$ cat src/rtl/pixel_stream_capture.sv
// Camera capture stage: oversamples a DVP bus in clk_i, packs 1-4 beats per pixel
// and streams the words out through a small FIFO tagged with sof/eol flags.
module pixel_stream_capture #(
    parameter int DATA_WIDTH        = 8,
    parameter int BYTES_PER_PIXEL   = 2,
    parameter bit MSB_FIRST         = 1'b1,
    parameter bit VSYNC_ACTIVE_HIGH = 1'b1,
    parameter int FIFO_DEPTH        = 4,
    parameter int CNT_WIDTH         = 12
) (
    input  logic                                  clk_i,
    input  logic                                  reset_i,
    input  logic                                  enable_i,
    input  logic                                  cam_pclk_i,
    input  logic [DATA_WIDTH-1:0]                 cam_data_i,
    input  logic                                  cam_href_i,
    input  logic                                  cam_vsync_i,
    output logic                                  m_valid_o,
    input  logic                                  m_ready_i,
    output logic [DATA_WIDTH*BYTES_PER_PIXEL-1:0] m_data_o,
    output logic                                  m_sof_o,
    output logic                                  m_eol_o,
    output logic                                  frame_done_o,
    output logic [CNT_WIDTH-1:0]                  line_count_o,
    output logic [CNT_WIDTH-1:0]                  last_width_o,
    output logic                                  overflow_o,
    output logic                                  partial_err_o,
    input  logic                                  clear_err_i
);
    // state  | meaning
    // IDLE   | disarmed; waits for enable_i while in vertical blanking
    // VBLANK | inside blanking; waits for the frame to start
    // ACTIVE | capturing beats and pushing pixel words
    // DROP   | FIFO overflowed; discarding beats until the frame ends
    typedef enum logic [1:0] {ST_IDLE, ST_VBLANK, ST_ACTIVE, ST_DROP} state_t;

    localparam int PW = DATA_WIDTH * BYTES_PER_PIXEL;
    localparam int AW = $clog2(FIFO_DEPTH);
    localparam logic [1:0] LAST_BEAT = 2'(BYTES_PER_PIXEL - 1);
    localparam logic [AW:0] FULL_CNT = (AW + 1)'(FIFO_DEPTH);
    localparam logic [CNT_WIDTH-1:0] CNT_MAX = {CNT_WIDTH{1'b1}};
    // Idle level of the pin, so reset never looks like a blanking edge.
    localparam logic VS_IDLE = ~VSYNC_ACTIVE_HIGH;

    state_t r_state;
    state_t w_state_next;

    logic                  r_pclk_s1, r_pclk_s2;
    logic                  r_href_s1, r_href_s2, r_href_q;
    logic                  r_vsync_s1, r_vsync_s2, r_vs_act_q;
    logic [DATA_WIDTH-1:0] r_data_s1;

    logic w_pclk_rise, w_href_fall, w_vs_act, w_vs_rise, w_vs_fall;

    logic [PW-1:0]        r_asm;
    logic [PW-1:0]        w_asm_next;
    logic [1:0]           r_beat_cnt;
    logic [PW-1:0]        r_pend_data;
    logic                 r_pend_vld;
    logic                 r_sof_pend;
    logic [CNT_WIDTH-1:0] r_line_cnt;
    logic [CNT_WIDTH-1:0] r_width_cnt;
    logic [CNT_WIDTH-1:0] w_line_cnt_upd;

    logic w_beat_take, w_word_done, w_push, w_push_eol, w_push_ok;
    logic w_line_end, w_frame_start, w_frame_end, w_overflow;

    logic [PW-1:0] r_mem_data [FIFO_DEPTH];
    logic          r_mem_sof  [FIFO_DEPTH];
    logic          r_mem_eol  [FIFO_DEPTH];
    logic [AW-1:0] r_wr_ptr, r_rd_ptr;
    logic [AW:0]   r_count;
    logic          w_full, w_pop, w_can_push;

    logic                 r_frame_done;
    logic [CNT_WIDTH-1:0] r_line_count;
    logic [CNT_WIDTH-1:0] r_last_width;
    logic                 r_overflow;
    logic                 r_partial_err;

    always_ff @(posedge clk_i) begin
        if (reset_i) begin
            r_pclk_s1  <= 1'b0;
            r_pclk_s2  <= 1'b0;
            r_href_s1  <= 1'b0;
            r_href_s2  <= 1'b0;
            r_href_q   <= 1'b0;
            r_vsync_s1 <= VS_IDLE;
            r_vsync_s2 <= VS_IDLE;
            r_vs_act_q <= 1'b0;
            r_data_s1  <= '0;
        end else begin
            r_pclk_s1  <= cam_pclk_i;
            r_pclk_s2  <= r_pclk_s1;
            r_href_s1  <= cam_href_i;
            r_href_s2  <= r_href_s1;
            r_href_q   <= r_href_s2;
            r_vsync_s1 <= cam_vsync_i;
            r_vsync_s2 <= r_vsync_s1;
            r_vs_act_q <= w_vs_act;
            r_data_s1  <= cam_data_i;
        end
    end

    assign w_pclk_rise = r_pclk_s1 & ~r_pclk_s2;
    assign w_href_fall = ~r_href_s2 & r_href_q;
    assign w_vs_act    = r_vsync_s2 ~^ VSYNC_ACTIVE_HIGH;
    assign w_vs_rise   = w_vs_act & ~r_vs_act_q;
    assign w_vs_fall   = ~w_vs_act & r_vs_act_q;

    generate
        if (BYTES_PER_PIXEL == 1) begin : g_asm_one
            assign w_asm_next = r_data_s1;
        end else if (MSB_FIRST) begin : g_asm_msb
            assign w_asm_next = {r_asm[PW-DATA_WIDTH-1:0], r_data_s1};
        end else begin : g_asm_lsb
            assign w_asm_next = {r_data_s1, r_asm[PW-1:DATA_WIDTH]};
        end
    endgenerate

    assign w_full     = (r_count == FULL_CNT);
    assign w_pop      = m_valid_o & m_ready_i;
    assign w_can_push = ~w_full | w_pop;
    assign w_push_ok  = w_push & w_can_push;

    always_ff @(posedge clk_i) begin
        if (reset_i) begin
            r_state <= ST_IDLE;
        end else begin
            r_state <= w_state_next;
        end
    end

    always_comb begin
        w_state_next  = r_state;
        w_beat_take   = 1'b0;
        w_word_done   = 1'b0;
        w_push        = 1'b0;
        w_push_eol    = 1'b0;
        w_line_end    = 1'b0;
        w_frame_start = 1'b0;
        w_frame_end   = 1'b0;
        w_overflow    = 1'b0;
        case (r_state)
            ST_IDLE: begin
                if (enable_i && w_vs_act) begin
                    w_state_next = ST_VBLANK;
                end
            end
            ST_VBLANK: begin
                if (w_vs_fall) begin
                    w_frame_start = 1'b1;
                    w_state_next  = ST_ACTIVE;
                end
            end
            ST_ACTIVE: begin
                if (w_pclk_rise && r_href_s2) begin
                    w_beat_take = 1'b1;
                    if (r_beat_cnt == LAST_BEAT) begin
                        w_word_done = 1'b1;
                        w_push      = r_pend_vld;
                    end
                end
                if (w_href_fall) begin
                    w_line_end = 1'b1;
                    w_push     = r_pend_vld;
                    w_push_eol = 1'b1;
                end
                if (w_push && !w_can_push) begin
                    w_overflow   = 1'b1;
                    w_state_next = ST_DROP;
                end
                if (w_vs_rise) begin
                    w_frame_end  = 1'b1;
                    w_state_next = enable_i ? ST_VBLANK : ST_IDLE;
                end
            end
            ST_DROP: begin
                if (w_vs_rise) begin
                    w_frame_end  = 1'b1;
                    w_state_next = enable_i ? ST_VBLANK : ST_IDLE;
                end
            end
            default: w_state_next = ST_IDLE;
        endcase
    end

    // Empty lines leave the line count untouched.
    assign w_line_cnt_upd = (w_line_end && r_pend_vld && r_line_cnt != CNT_MAX)
                            ? r_line_cnt + 1'b1 : r_line_cnt;

    always_ff @(posedge clk_i) begin
        if (reset_i) begin
            r_asm         <= '0;
            r_beat_cnt    <= '0;
            r_pend_data   <= '0;
            r_pend_vld    <= 1'b0;
            r_sof_pend    <= 1'b0;
            r_line_cnt    <= '0;
            r_width_cnt   <= '0;
            r_frame_done  <= 1'b0;
            r_line_count  <= '0;
            r_last_width  <= '0;
            r_overflow    <= 1'b0;
            r_partial_err <= 1'b0;
        end else begin
            r_frame_done <= w_frame_end;
            r_line_cnt   <= w_line_cnt_upd;
            if (w_beat_take) begin
                r_asm      <= w_asm_next;
                r_beat_cnt <= w_word_done ? 2'd0 : r_beat_cnt + 2'd1;
            end
            if (w_word_done) begin
                r_pend_data <= w_asm_next;
                r_pend_vld  <= 1'b1;
                if (r_width_cnt != CNT_MAX) begin
                    r_width_cnt <= r_width_cnt + 1'b1;
                end
            end
            if (w_push_ok) begin
                r_sof_pend <= 1'b0;
            end
            if (w_line_end) begin
                r_pend_vld  <= 1'b0;
                r_beat_cnt  <= '0;
                r_width_cnt <= '0;
                if (r_pend_vld) begin
                    r_last_width <= r_width_cnt;
                end
            end
            if (w_overflow) begin
                r_pend_vld <= 1'b0;
            end
            if (w_frame_end) begin
                r_line_count <= w_line_cnt_upd;
            end
            if (w_frame_start) begin
                r_sof_pend  <= 1'b1;
                r_pend_vld  <= 1'b0;
                r_beat_cnt  <= '0;
                r_line_cnt  <= '0;
                r_width_cnt <= '0;
            end
            if (w_overflow) begin
                r_overflow <= 1'b1;
            end else if (clear_err_i) begin
                r_overflow <= 1'b0;
            end
            if (w_line_end && r_beat_cnt != 2'd0) begin
                r_partial_err <= 1'b1;
            end else if (clear_err_i) begin
                r_partial_err <= 1'b0;
            end
        end
    end

    always_ff @(posedge clk_i) begin
        if (reset_i) begin
            r_wr_ptr <= '0;
            r_rd_ptr <= '0;
            r_count  <= '0;
            for (int i = 0; i < FIFO_DEPTH; i++) begin
                r_mem_data[i] <= '0;
                r_mem_sof[i]  <= 1'b0;
                r_mem_eol[i]  <= 1'b0;
            end
        end else begin
            if (w_push_ok) begin
                r_mem_data[r_wr_ptr] <= r_pend_data;
                r_mem_sof[r_wr_ptr]  <= r_sof_pend;
                r_mem_eol[r_wr_ptr]  <= w_push_eol;
                r_wr_ptr             <= r_wr_ptr + 1'b1;
            end
            if (w_pop) begin
                r_rd_ptr <= r_rd_ptr + 1'b1;
            end
            case ({w_push_ok, w_pop})
                2'b10:   r_count <= r_count + 1'b1;
                2'b01:   r_count <= r_count - 1'b1;
                default: r_count <= r_count;
            endcase
        end
    end

    assign m_valid_o     = (r_count != '0);
    assign m_data_o      = r_mem_data[r_rd_ptr];
    assign m_sof_o       = r_mem_sof[r_rd_ptr];
    assign m_eol_o       = r_mem_eol[r_rd_ptr];
    assign frame_done_o  = r_frame_done;
    assign line_count_o  = r_line_count;
    assign last_width_o  = r_last_width;
    assign overflow_o    = r_overflow;
    assign partial_err_o = r_partial_err;

endmodule

$ cat config.mk
export PLATFORM = sky130hd
export DESIGN_NAME = pixel_stream_capture
export DESIGN_NICKNAME = d
export VERILOG_FILES = /design/src/rtl/pixel_stream_capture.sv
export SDC_FILE = /design/constraint.sdc
export NUM_CORES = 1
export LEC_CHECK = 0
export ABC_CLOCK_PERIOD_IN_PS = 2550
export BUFFER_PORTS_ARGS = -buffer_cell sky130_fd_sc_hd__clkbuf_2
export CORE_UTILIZATION = 30
export CTS_CLUSTER_SIZE = 24
export DETAILED_ROUTE_END_ITERATION = 12
export SLEW_MARGIN = 20
export SYNTH_ARGS = -nofsm -noshare
export SYNTH_HDL_FRONTEND = slang
export SYNTH_SLANG_ARGS = --single-unit
$ cat constraint.sdc
create_clock -name clk_i -period 2.55 [get_ports clk_i]
set_input_delay 0 -clock clk_i [delete_from_list [all_inputs] [get_ports clk_i]]
set_output_delay 0 -clock clk_i [all_outputs]
set_load 0.03 [all_outputs]
==> results of run 1 <==
## worst reg2reg max path: stages, from the launching register on
cell,delay [ns]
dfxtp_1,0.32
inv_1,0.06
ha_1,0.19
and4b_1,0.23
o21ai_1,0.22
nand2_1,0.11
fa_1,0.38
and2_1,0.15
a22oi_1,0.18
mux2_2,0.34
## cell usage in the layout (no fill, tap or decap), drive strengths merged, types with 6 or more instances in the layout
cell type	count
dfxtp	106
nand2	77
clkbuf	77
edfxtp	72
and2	55
a21oi	51
nor2	42
buf	22
and3	21
nor2b	19
mux4	18
inv	18
o21ai	14
dlygate4sd3	13
or3	11
mux2i	11
a311oi	10
nand4	10
nand3b	8
nand2b	6
a211oi	6
o31ai	6
clkinv	6
## layer usage
layer / wire length (um) / share of wire [%] / GRT usage (%)
met1: 7670 / 47 / 16.8
met3: 508 / 3.1 / 2.94
met5: 0 / 0 / 0
met2: 7800 / 48 / 21.8
met4: 174 / 1.1 / 4.06
## kinds of logic after synthesis
family,after synthesis
adder cells (fa/ha/maj),5
XOR/XNOR,4
AND/OR/NAND/NOR,288
buffers and inverters,48
flip-flops,178
multiplexers,32
AO/OA/AOI/OAI,110
## registers in the layout, summed over array words and instances (netlist names), 8 cells and up, named ones only
name,flops
r_mem_data,64
r_pend_data,16
last_width_o,12
line_count_o,12
r_line_cnt,12
r_width_cnt,12
r_asm,8
r_data_s1,8
## cell type report
type | count | area (um2)
clock inverters | 15 | 188
clock buffers | 17 | 425
fillers | 2418 | 15400
multi-input cells | 439 | 2960
repair buffers | 95 | 608
inverters | 10 | 37.5
flip-flops and latches | 178 | 4280
well taps | 324 | 405
## report_power, final
group          internal (mW)  total (mW)  switching, mW
registers               3.04        3.08         0.0488
logic                  0.344       0.825          0.480
clock network           1.34        2.65           1.30
total                   4.72        6.56           1.83
## worst paths after layout
kind	endpoint	depth (start not counted)	slack, ns
max	r_count[2]$_SDFFE_PP0P_	9	0.27
min	r_wr_ptr[1]$_SDFFE_PP0P_	2	0.02
max reg2reg	r_count[2]$_SDFFE_PP0P_	9	0.27
min reg2reg	r_vsync_s2$_SDFF_PP0_	1	0.44
## timing repair
action,4_1_cts,5_1_grt
hold endpoints to repair,14,0
hold buffers,13,0
resized for setup,0,1
endpoints found under the setup margin,0,1
==> results.ini, run 1 <==
[synthesis]
synthDistinctLibCells=63
yosysTopAreaCell=edfxtp_1
synth-simple-area-share_pct=21.4
ys_seq_elements=178
avgSynthCellArea_um2=11.2
synth_warnings=0
synth_top_family_by_area=simple AND/OR/NAND/NOR gates
yosys_most_used_dff=dfxtp_1
ys_top_cells_by_area=edfxtp_1 29%, dfxtp_1 28%, mux4_2 5.4%
synth_most_common_cell=dfxtp_1
synth_fa_ha_area_share_pct=0.940
synth_seq_area_share_pct=57.5
synth_common_cells=106 x dfxtp_1, 77 x nand2_1, 72 x edfxtp_1
synth_compound_area_share_pct=9.50
synth_edf_count=72
syn_area_um2=7450
synth_top_area_share_pct=29.0
syn_nets=686
synthCells=665
synth-xor-area-share_pct=0.470
synthMuxAreaShare_pct=7.37
async_flop_share_pct=0

[cts]
clk_latency_ns=0.44
clockBufferDepth=2
cts_tree=built
cts_max_level=4
clkSinkCount=178
numCtsBuffers=17
clk_pin_slew_ns=0.07
root_buffer=clkbuf_16
post-cts-setup-buffers=0

[worst_setup_path]
critPathArrivalTime_ns=2.60
critPathKind=register to register
r2r-start=r_beat_cnt[1]$_SDFFE_PP0P_
cp_cell_sequence=inv_1 -> ha_1 -> and4b_1 -> o21ai_1 -> nand2_1 -> fa_1 -> and2_1 -> a22oi_1 -> mux2_2
slowest_stage=fa_1
end_kind=register
slowest_delay_ns=0.38
startpoint=r_beat_cnt[1]$_SDFFE_PP0P_
required_ns=2.87
cp_top_family=adder cells
path_buf_inv=1
worstPathMaxFanout=3
crit_path_start_kind=register

[placed_design]
place.gp.congestion=0.782
numPortBuffers=61
dp_slack_ns=0.177
hpwl_um=10500
place_area_um2=8170
placed_cells=1033

[sta]
skew_ns=0.0150
rsz0062_at_grt=no
maxSlewHeadroom_pct=55.2
setup_slack_ns=0.267
max_freq_mhz=438
setup_tns_ns=0
period_share_pct=89.5
fin_hold_ws_ns=0.0200
setup_viol=0
min_period_ns=2.28
tightest_slew_ns=0.655
drv_slew=0
finalHoldViolCount=0

[global_route]
antenna_found_initial=0
overflow=0
grt_max_degree=48
grt_use_total_pct=13.1
grt_pass1_vias=4909
grt_first_pass_wirelength_um=26000

[die]
die_h_um=160
die_width_um=160
die_area_um2=25500
coreArea_um2=24300
start_util_pct=30.6
rows=57
boundaryPins=62

[cells_and_area]
layout-drive-gt1-share_pct=19.5
areaGrowthSynthToFinish_pct=19.6
utilization_pct=36.6
nNetsFinal=762
design_area_um2=8910
n_antenna_cell=0
finalNonFillerCells=1078

[min_path]
min_from=reset_i
hp-class=input pin to register

[power]
p_leak_nw=3.22
p_per_area_nw_per_um2=736
p_total_mw=6.56
peakVddDrop_uv=402

[detailed_routing]
drcViolationCount=0
wirelength_um=16200
postRouteAntennaNets=0
first_pass_iters=4
wl_per_cell_um=15.0
vias=5125
vias_per_cell=4.75
drtIter0Drc=291

[run_status]
status=complete, no violations

[job]
drv_cap=0

Note: power is estimated with default switching activity, not from simulation.
==> run 2: changes to the inputs <==
--- a/config.mk
+++ b/config.mk
@@ -7,9 +7,10 @@
 export LEC_CHECK = 0
 export ABC_CLOCK_PERIOD_IN_PS = 2550
 export BUFFER_PORTS_ARGS = -buffer_cell sky130_fd_sc_hd__clkbuf_2
-export CORE_UTILIZATION = 30
-export CTS_CLUSTER_SIZE = 24
+export CORE_UTILIZATION = 59
+export CTS_CLUSTER_SIZE = 8
 export DETAILED_ROUTE_END_ITERATION = 12
+export PLACE_DENSITY = 0.79
 export SLEW_MARGIN = 20
 export SYNTH_ARGS = -nofsm -noshare
 export SYNTH_HDL_FRONTEND = slang
==> results.ini, run 2 (synthesized netlist as in run 1, its figures left out) <==
[worst_setup_path]
required_ns=2.86
worstPathMaxFanout=3
cp_top_family=adder cells
end_kind=register
r2r-start=r_beat_cnt[1]$_SDFFE_PP0P_
path_buf_inv=1
startpoint=r_beat_cnt[1]$_SDFFE_PP0P_
critPathKind=register to register
slowest_stage=fa_1
critPathArrivalTime_ns=2.63
crit_path_start_kind=register
slowest_delay_ns=0.38
cp_cell_sequence=inv_1 -> ha_1 -> and4b_1 -> o21ai_1 -> nand2_1 -> fa_1 -> and2_1 -> a22oi_1 -> mux2_2

[sta]
finalHoldViolCount=0
min_period_ns=2.32
drv_slew=0
max_freq_mhz=430
period_share_pct=91.2
setup_viol=0
setup_tns_ns=0
skew_ns=0.00806
maxSlewHeadroom_pct=53.4
rsz0062_at_grt=no
tightest_slew_ns=0.694
setup_slack_ns=0.226

[global_route]
grt_use_total_pct=24.7
antenna_found_initial=0
grt_first_pass_wirelength_um=24800
grt_pass1_vias=5166
grt_max_degree=43
overflow=0

[detailed_routing]
drtIter0Drc=357
drcViolationCount=0
postRouteAntennaNets=0
first_pass_iters=5
wirelength_um=15200
vias_per_cell=5.75
wl_per_cell_um=16.5
vias=5297

[placed_design]
place.gp.congestion=0.885
dp_slack_ns=0.167
numPortBuffers=61
hpwl_um=10100
place_area_um2=7960

[min_path]
hp-class=input pin to register
min_from=reset_i

[die]
die_width_um=114
coreArea_um2=12200
die_h_um=114
start_util_pct=61.3
die_area_um2=13100
rows=40
boundaryPins=62

[cells_and_area]
reg_top3=r_mem_data x64, r_pend_data x16
nNetsFinal=762
largest_reg_flops=64
design_area_um2=8640
n_antenna_cell=0
utilization_pct=71.1
regMostFlops=r_mem_data
layout_common_cells=106 x dfxtp_1, 77 x nand2_1, 72 x edfxtp_1
areaGrowthSynthToFinish_pct=16.0
final_common_cell=dfxtp_1
num-fill-cells=852
layout-drive-gt1-share_pct=18.6

[power]
p_per_area_nw_per_um2=737
peakVddDrop_uv=427
p_leak_nw=3.19

[cts]
clk_pin_slew_ns=0.06
numCtsBuffers=17
cts_tree=built
root_buffer=clkbuf_16
cts_max_level=4
clk_latency_ns=0.43
clockBufferDepth=2
clkSinkCount=178

[run_status]
status=complete, no violations

[job]
drv_cap=0

run 2: cell types whose count changed in the layout (fill, tap and decap cells not counted), sizes merged:
cell	before	now
bufinv	0	2
clkbuf	77	81
clkinvlp	1	2
inv	18	11
run 2: area by class of cell:
class	instances	area [um2]	share of cell area, %
well taps	168	210	2.43
inverters	10	37.5	0.434
flip-flops and latches	178	4280	49.6
repair buffers	95	593	6.86
multi-input cells	439	2960	34.3
clock buffers	21	440	5.10
clock inverters	11	114	1.32
run 2: final timing paths:
| kind | cells after the start | slack [ns] | to |
|---|---|---|---|
| max reg2reg | 9 | 0.23 | r_count[2]$_SDFFE_PP0P_ |
| min | 2 | 0.04 | register |
| min reg2reg | 1 | 0.44 | r_vsync_s2$_SDFF_PP0_ |
| max | 9 | 0.23 | r_count[2]$_SDFFE_PP0P_ |
run 2: routing by layer:
metal | wire length [um] | vias to the layer above | GRT usage (%)
li1 | - | 2571 | -
met1 | 6210 | 2556 | 29.2
met3 | 734 | 22 | 4.98
met2 | 8020 | 148 | 44.0
met5 | 0 | - | 0
met4 | 248 | 0 | 10.1
run 2: metrics by stage:
step	total power, mW	std cells	hold WS, ns
floorplan	3.77	665	0.128
global placement	3.94	877	0.209
detailed placement	3.97	877	0.216
CTS	6.42	922	0.0224
global route	6.60	922	0.0630
finish	6.37	922	0.0419
run 2: what timing repair did:
action,CTS,global route
hold endpoints to repair,14,0
hold buffers,13,0
setup buffers,0,0
endpoints found under the setup margin,0,1
gates resized for setup,0,1
run 2: power breakdown:
group | switching (mW) | leakage [nW] | internal [mW]
sequential | 0.0535 | 1.60 | 3.04
combinational | 0.475 | 1.32 | 0.346
clock | 1.03 | 0.264 | 1.43
